--- config.mk ---
export PLATFORM = sky130hd
export DESIGN_NAME = led_pattern_gen
export DESIGN_NICKNAME = d
export VERILOG_FILES = /design/src/rtl/led_pattern_gen.sv
export SDC_FILE = /design/constraint.sdc
export NUM_CORES = 1
export LEC_CHECK = 0
export BUFFER_PORTS_ARGS = -buffer_cell sky130_fd_sc_hd__clkbuf_2
export CAP_MARGIN = 20
export CORE_ASPECT_RATIO = 0.6
export CORE_MARGIN = 1
export CORE_UTILIZATION = 66
export DETAILED_ROUTE_END_ITERATION = 12
export PLACE_DENSITY = 0.86
export SLEW_MARGIN = 25
export SYNTH_ARGS = -nofsm -noshare
export SYNTH_HDL_FRONTEND = slang
export SYNTH_SLANG_ARGS = --single-unit
export TNS_END_PERCENT = 30
--- constraint.sdc ---
create_clock -name sys_clk -period 7.33 [get_ports sys_clk]
set_input_delay 1.466 -clock sys_clk [delete_from_list [all_inputs] [get_ports sys_clk]]
set_output_delay 1.466 -clock sys_clk [all_outputs]
set_load 0.1 [all_outputs]
--- src/rtl/led_pattern_gen.sv ---
// ---------------------------------------------------------------------------
// led_pattern_gen
//
// Parametrised LED sequencer. Drives NUM_LED board pins with one of four
// patterns (rotate-left, rotate-right, bounce, blink-all) and advances the
// pattern once every `limit` clock cycles, where
// limit = max(1, TICK_CYCLES >> speed).
//
// Parameters:
//   NUM_LED      number of LED outputs (>= 1)
//   TICK_CYCLES  clock cycles per step at speed = 0
//   ACTIVE_LOW   1 = a low pin lights the LED, 0 = active-high pins
//
// Ports:
//   sys_clk     in   single clock, all logic on the rising edge
//   sys_rst_n   in   synchronous active-low reset
//   mode        in   00 rotate-left, 01 rotate-right, 10 bounce, 11 blink-all
//   speed       in   step period selector (TICK_CYCLES >> speed, min 1)
//   pause       in   1 freezes counter, pattern and bounce direction
//   led         out  LED drive, polarity set by ACTIVE_LOW
//   step_pulse  out  one-cycle strobe on every pattern step
// ---------------------------------------------------------------------------
module led_pattern_gen #(
  parameter int NUM_LED     = 3,
  parameter int TICK_CYCLES = 13_500_000,
  parameter bit ACTIVE_LOW  = 1'b1
) (
  input  logic               sys_clk,
  input  logic               sys_rst_n,
  input  logic [1:0]         mode,
  input  logic [1:0]         speed,
  input  logic               pause,
  output logic [NUM_LED-1:0] led,
  output logic               step_pulse
);

  localparam int CNT_W = (TICK_CYCLES < 1) ? 1 : $clog2(TICK_CYCLES + 1);

  // Terminal count (limit - 1) for a given speed shift, clamped so that
  // a very fast speed never yields a zero-length period.
  function automatic logic [CNT_W-1:0] limit_m1_for(input int shift);
    int lim;
    lim = TICK_CYCLES >> shift;
    if (lim < 1) begin
      lim = 1;
    end
    return CNT_W'(lim - 1);
  endfunction

  localparam logic [CNT_W-1:0] LIM_M1_S0 = limit_m1_for(0);
  localparam logic [CNT_W-1:0] LIM_M1_S1 = limit_m1_for(1);
  localparam logic [CNT_W-1:0] LIM_M1_S2 = limit_m1_for(2);
  localparam logic [CNT_W-1:0] LIM_M1_S3 = limit_m1_for(3);

  localparam logic [NUM_LED-1:0] PAT_ONE = NUM_LED'(1);

  typedef enum logic [1:0] {
    MODE_ROT_L  = 2'b00,
    MODE_ROT_R  = 2'b01,
    MODE_BOUNCE = 2'b10,
    MODE_BLINK  = 2'b11
  } mode_t;

  typedef enum logic {
    DIR_UP   = 1'b0,
    DIR_DOWN = 1'b1
  } dir_t;

  logic [CNT_W-1:0]   cnt_q,  cnt_n;
  logic [NUM_LED-1:0] pat_q,  pat_n;
  dir_t               dir_q,  dir_n;
  mode_t              mode_q, mode_n;
  logic               step_q, step_n;

  logic [CNT_W-1:0]   limit_m1;
  logic [NUM_LED-1:0] pat_shl, pat_shr, pat_rot_l, pat_rot_r;
  logic [NUM_LED-1:0] pat_step;
  dir_t               dir_step;
  logic               mode_change;
  logic               step_due;

  // Terminal count for the currently selected speed.
  always_comb begin
    limit_m1 = LIM_M1_S0;
    case (speed)
      2'd0:    limit_m1 = LIM_M1_S0;
      2'd1:    limit_m1 = LIM_M1_S1;
      2'd2:    limit_m1 = LIM_M1_S2;
      default: limit_m1 = LIM_M1_S3;
    endcase
  end

  // Shift and rotate building blocks. The rotate forms OR the wrapped bit
  // back in with a shift, which also works for NUM_LED = 1 (pattern holds).
  assign pat_shl   = pat_q << 1;
  assign pat_shr   = pat_q >> 1;
  assign pat_rot_l = (pat_q << 1) | (pat_q >> (NUM_LED - 1));
  assign pat_rot_r = (pat_q >> 1) | (pat_q << (NUM_LED - 1));

  // Pattern and bounce direction after one step in the registered mode.
  // Bounce flips direction on the step that lands on an endpoint so the
  // endpoint is shown once, giving a 2N-2 step period.
  always_comb begin
    pat_step = pat_q;
    dir_step = dir_q;
    case (mode_q)
      MODE_ROT_L: pat_step = pat_rot_l;
      MODE_ROT_R: pat_step = pat_rot_r;
      MODE_BOUNCE: begin
        if (NUM_LED > 1) begin
          if (dir_q == DIR_UP) begin
            pat_step = pat_shl;
            if (pat_shl[NUM_LED-1]) begin
              dir_step = DIR_DOWN;
            end
          end else begin
            pat_step = pat_shr;
            if (pat_shr[0]) begin
              dir_step = DIR_UP;
            end
          end
        end
      end
      MODE_BLINK: pat_step = ~pat_q;
      default:    pat_step = pat_q;
    endcase
  end

  // ">=" rather than "==" so that switching to a faster speed mid-count
  // steps on the next edge instead of waiting for the counter to wrap.
  assign mode_change = (mode_t'(mode) != mode_q);
  assign step_due    = (cnt_q >= limit_m1);

  // Next-state selection. A mode change is honoured even while paused and
  // wins over a step that would otherwise fire on the same edge.
  always_comb begin
    cnt_n  = cnt_q;
    pat_n  = pat_q;
    dir_n  = dir_q;
    mode_n = mode_q;
    step_n = 1'b0;
    if (mode_change) begin
      mode_n = mode_t'(mode);
      cnt_n  = '0;
      pat_n  = (mode_t'(mode) == MODE_BLINK) ? '1 : PAT_ONE;
      dir_n  = DIR_UP;
    end else if (!pause) begin
      if (step_due) begin
        cnt_n  = '0;
        pat_n  = pat_step;
        dir_n  = dir_step;
        step_n = 1'b1;
      end else begin
        cnt_n = cnt_q + CNT_W'(1);
      end
    end
  end

  // State registers. Reset captures the current mode so that the first
  // edge after release is not mistaken for a mode change.
  always_ff @(posedge sys_clk) begin
    if (!sys_rst_n) begin
      cnt_q  <= '0;
      pat_q  <= PAT_ONE;
      dir_q  <= DIR_UP;
      mode_q <= mode_t'(mode);
      step_q <= 1'b0;
    end else begin
      cnt_q  <= cnt_n;
      pat_q  <= pat_n;
      dir_q  <= dir_n;
      mode_q <= mode_n;
      step_q <= step_n;
    end
  end

  // Outputs come straight from the registers; ACTIVE_LOW is a constant so
  // this is either a plain wire or a bank of inverters.
  assign led        = ACTIVE_LOW ? ~pat_q : pat_q;
  assign step_pulse = step_q;

endmodule

* Yosys cells after proc, flatten, opt, wreduce, memory -nomap -nowiden
Cells that the tools add are included.
** Storage, ports and cells
- Register bits after elaboration :: 31
- Input bits :: 7
- Word-level logic and storage cells :: 42
** Cells by class
- $add $sub $neg :: 1
- $lt $le $gt $ge :: 1
- Equality and inequality tests :: 9
- Multiplexer cells :: 14
- Bitwise operators :: 5
- Reduce and logical (&&, ||, !) cells :: 7
** Operator list (number)
- 24-bit case mux with 3 select lines :: 1
- 24-bit by 1-bit adder with 24-bit output, second input constant :: 1
- 24-bit >= comparator :: 1
- 24-bit two-way mux :: 1
- 3-bit two-way mux :: 5
- 3-bit case mux with 4 select lines :: 1
- 2-bit equality test, second input constant :: 4
- 2-bit by 1-bit equality test with 1-bit output, second input constant :: 2
- 2-bit logical NOT :: 2
- 1-bit two-way mux :: 4
- 2-bit two-way mux :: 2
- 2-bit by 1-bit inequality test with 1-bit output, second input constant :: 2
- 3-bit NOT :: 1
- 2-bit by 3-bit bitwise OR with 3-bit output :: 1
- 3-bit by 1-bit bitwise OR with 3-bit output :: 1
- 3-bit AND reduction :: 1
- 3-bit OR reduction :: 1
- 2-bit inequality test :: 1
- 1-bit NOT :: 2
- 2-bit AND reduction :: 1
- 2-bit nonzero test :: 1
- 2-bit OR reduction :: 1

* Longest topological paths before layout
- Depth after elaboration :: 6
- Mapped depth :: 10
- Mapped depth without buffers :: 9

* Least setup slack after synthesis
Ideal clock, no wire load.
- Path kind :: input -> register
- Start point :: input speed[0]
- End point :: register cnt_q[15]
- Library setup time :: 0.064 ns
- Arrival time :: 3.323 ns
- Data required time :: 7.266 ns
- Setup slack :: 3.943 ns
- Stages :: 10
- Path through :: inv_1 > ha_1 > inv_1 > ha_1 > a21oi_1 > o21ai_2 > a2111oi_4 > o221ai_2 > buf_6 > nor2_1
** Between the ends
- Longest elaborated chain between the ends :: 4
** RTL lines
- from (decl) :: line 31 : input logic [1:0] speed,
- 2-bit equality test (tied with other cells) :: line 85 : case (speed)
- 24-bit case mux with 3 select lines (*) :: line 85
- 24-bit >= comparator (*) :: line 132 : assign step_due = (cnt_q >= limit_m1);
- 24-bit two-way mux (*) :: line 148 : if (step_due) begin
- to (signal assigned) :: line 169 : cnt_q <= cnt_n;
- to (decl) :: line 69 : logic [CNT_W-1:0] cnt_q, cnt_n;
Mark *: on every way between the ends. The rest lies on a longest branch, timed or not.
A chain may end at the register's enable or synchronous reset.

* Worst setup path in the final report
- Start point :: input speed[0]
- End point :: register cnt_q[8]
The elaborated chain is that of the path after synthesis.

==> metrics.md <==
| Metric | Value |
|---|---|
| Status | completed |
| Wire per inst | 16.8 µm |
| Routed WL | between 4000 and 5000 µm |
| H-tree Lvls | 2 |
| Post-route DRC | 0 |
| Initial antenna violation count | 0 |
| Finished Core Util | 77.7% |
| Clk buf depth | 2 |
| Final hold violation count | 0 |
| Worst Tran Pin Value | 944 ps |
| Main combinational cell family by area after synthesis | simple AND/OR/NAND/NOR gates |
| Total CTS buffers | 5 |
| Root Buffer | clkbuf_8 |
| Slew Viols, Final | 0 |
| Initial DRC count | 209 |
| Leading area contributor after synthesis | dfxtp_1 |
| Max Clk Rate | 260 MHz |
| Die width | 75.7 µm |
| Post-Syn Nets | 277 |
| CTS resizes | 0 |
| Post-DP HPWL | around 3700 µm |
| Stages on worst setup path | 10 |
| Nets@finish | 288 |
| Worst-path cell chain | clkbuf_2 > inv_1 > ha_1 > inv_1 > ha_1 > nand4_1 > nor3_1 > a2111oi_4 > o221ai_2 > nor2_1 |
| CP max stage delay | 750 ps |
| Tmin final | between 3000 and 4000 ps |
| Distinct cells, synth | 46 |
| Filler instances | 209 |
| Total GRT Usage | 32.3% |
| Worst path bufs/invs | 3 |
| Die height | 46.2 µm |
| Initial Utilization | approximately 72% |
| Clk_lat worst skew | around 290 ps |
| Max Cap Viol | 0 |
| Synth Instances | 243 |
| ANT nets after route | 0 |
| Leak | about 0.9 nW |
| Ranking of synthesized cells by area | dfxtp_1 27%, ha_1 16%, xnor2_1 6.1%, nor2_1 5.4%, xor2_1 3.3% |
| Synthesized flop and latch total | 31 |
| CTS tree | built |
| Synthesized area per cell | 8.85 µm² |
| Crit-path slowest cell | o221ai_2 |
| I/O pin count | 11 |
| Layout Skew | 10.4 ps |
| Postcts setup bufs | 0 |
| N_diodes | 0 |
| GRT Residual Overflow | 0 |
| Reg2Reg Depth | 6 |
| Adder-Cell Fraction of Synth Area | between 10% and 20% |
| Crit-path leading delay family | compound AO/OA/AOI/OAI gates |
| CP Capture Type | flop |
| Total core area | 2980 µm² |
| Rows | 15 |
| Vias in the first global route | 1553 |
| Period utilization | approximately 52% |
| RSZ-0062 raised after global routing | false |
| Die ar. | 3500 µm² |
| Yosys warns | 0 |
| Hold Path Class | reg2reg |
| Synth top area share | a little over a quarter |
| Post-synthesis mux area share | ~4.0% |
| Crit path DAT | 3980 ps |
| Setup Viol. Count Final | 0 |
| CP Class | in2reg |
| Simple-gate share of the synthesized area | a little under a quarter |
| Final GP Congestion | 0.909 |
| First-pass GRT wire length | 7820 µm |
| Share of cells above drive strength 1 | 12.5% |
| Hold depth | 2 |
| Setup TNS | 0 ps |
| Post-Syn Area | 2150 µm² |
| Relative slew slack | 37.1% |
| Compound-Gate Fraction of Synth Area | 12.6% |
| Cts hold-fix bufs | 0 |
| Area Overhead vs Synth | 7.74% |
| Reg clk slew, reported paths | 70 ps |
| Drt first pass iters | 4 |
| Via count | 1815 |
| PD cells | 165 nW/µm² |
| CP max FO | 20 |
| CP required | 7470 ps |
| Maximum VDD drop | 0.000128 V |
| IO Port Bufs | 10 |
| Post-synthesis xor/xnor area fraction | 9.37% |
| Post-synthesis sequential area ratio | about 30% |
| Vias per std cell | between 6 and 7 |
| Largest net degree at the start of global routing | 21 |
| Clk sinks | 31 |
| Startpoint Class | input port |
[logic make-up after synthesis]
logic type               count (synthesis)
AO/OA/AOI/OAI                           34
XOR/XNOR                                23
adder cells (fa/ha/maj)                 27
buffers and inverters                   23
flip-flops                              31
multiplexers                             6
AND/OR/NAND/NOR                         99
[Yosys cell counts (all sizes together)]
library cell	n
and2	1
a21oi	9
buf	4
xor2	8
o221ai	4
nand4	11
nor4b	1
nand3	12
edfxtp	2
and4	4
and3	5
o21bai	1
o2111ai	1
or3	2
o211ai	1
ha	27
inv	17
a21boi	1
nor3b	1
a2111o	1
o221a	1
nor3	9
mux4	2
a31oi	1
a211oi	2
o211a	1
clkbuf	2
and4b	1
nor2	33
mux2i	4
o22a	1
nor4	2
nand2	17
o21ai	8
a2111oi	1
dfxtp	29
xnor2	15
o22ai	1
[layer usage]
metal,global-route usage (%),vias to the layer above,share of wire [%]
met2,42.5,83,39
met3,10.1,7,8.6
li1,-,887,-
met5,0,-,0
met1,50.0,838,51
met4,7.41,0,1.0
[worst min-delay path: cells and delay by family, from the launching register on]
family        cells  cell delay, ps
flops             1             350
simple gates      1              70
xor+xnor          1              70
[per-stage QoR]
| step | setup WS (ps) | hold WS (ps) | cells | power [mW] | cell area [µm²] |
|---|---|---|---|---|---|
| after floorplan | 3940 | 484 | 243 | 0.218 | 2150 |
| after CTS | 3490 | 535 | 297 | 0.380 | 2320 |
| after global placement | 3300 | 511 | 289 | 0.228 | 2210 |
| final | 3480 | 527 | 297 | 0.382 | 2320 |
| after detailed placement | 3180 | 519 | 289 | 0.229 | 2210 |
| after global routing | 3290 | 564 | 297 | 0.395 | 2320 |
[registers in the layout, indices dropped and copies added (netlist names)]
register    flops
cnt_q          24
pat_q           3
mode_q          2
dir_q           1
step_pulse      1
[worst paths after layout]
path / start / end / slack, ps
setup / recovery: speed[0] / cnt_q[8] / 3480
hold / removal: cnt_q[13] / cnt_q[13] / 530
setup reg to reg: cnt_q[0] / cnt_q[8] / 4910
hold reg to reg: cnt_q[13] / cnt_q[13] / 530
[area by class of cell]
| type | instances | area [µm²] | area share, % |
|---|---|---|---|
| clock inverters | 1 | 7.51 | 0.324 |
| flip-flops and latches | 31 | 641 | 27.6 |
| repair buffers | 10 | 50.0 | 2.16 |
| multi-input cells | 189 | 1410 | 60.7 |
| inverters | 17 | 63.8 | 2.75 |
| well taps | 42 | 52.6 | 2.27 |
| clock buffers | 7 | 96.3 | 4.16 |
[power by group]
part / switching [mW] / internal (mW)
sequential: 0.00528 / 0.173
combinational: 0.0328 / 0.0159
clock: 0.0695 / 0.0854
[layout by cell type, fill, tap and decap left out, types with 4 or more instances in the layout]
master    synthesis  routed
xor2_1            8       8
clkbuf_8          0       7
dfxtp_1          29      29
mux2i_1           4       4
nand4_1           9       9
a21oi_1           9       9
nand2_1          17      17
and3_1            5       5
xnor2_1          15      15
ha_1             27      27
nor2_1           31      31
nor3_1            9       9
o21ai_0           7       7
clkbuf_2          0      10
nand3_1          12      12
inv_1            17      17
Power figures use the tool's default switching activity.
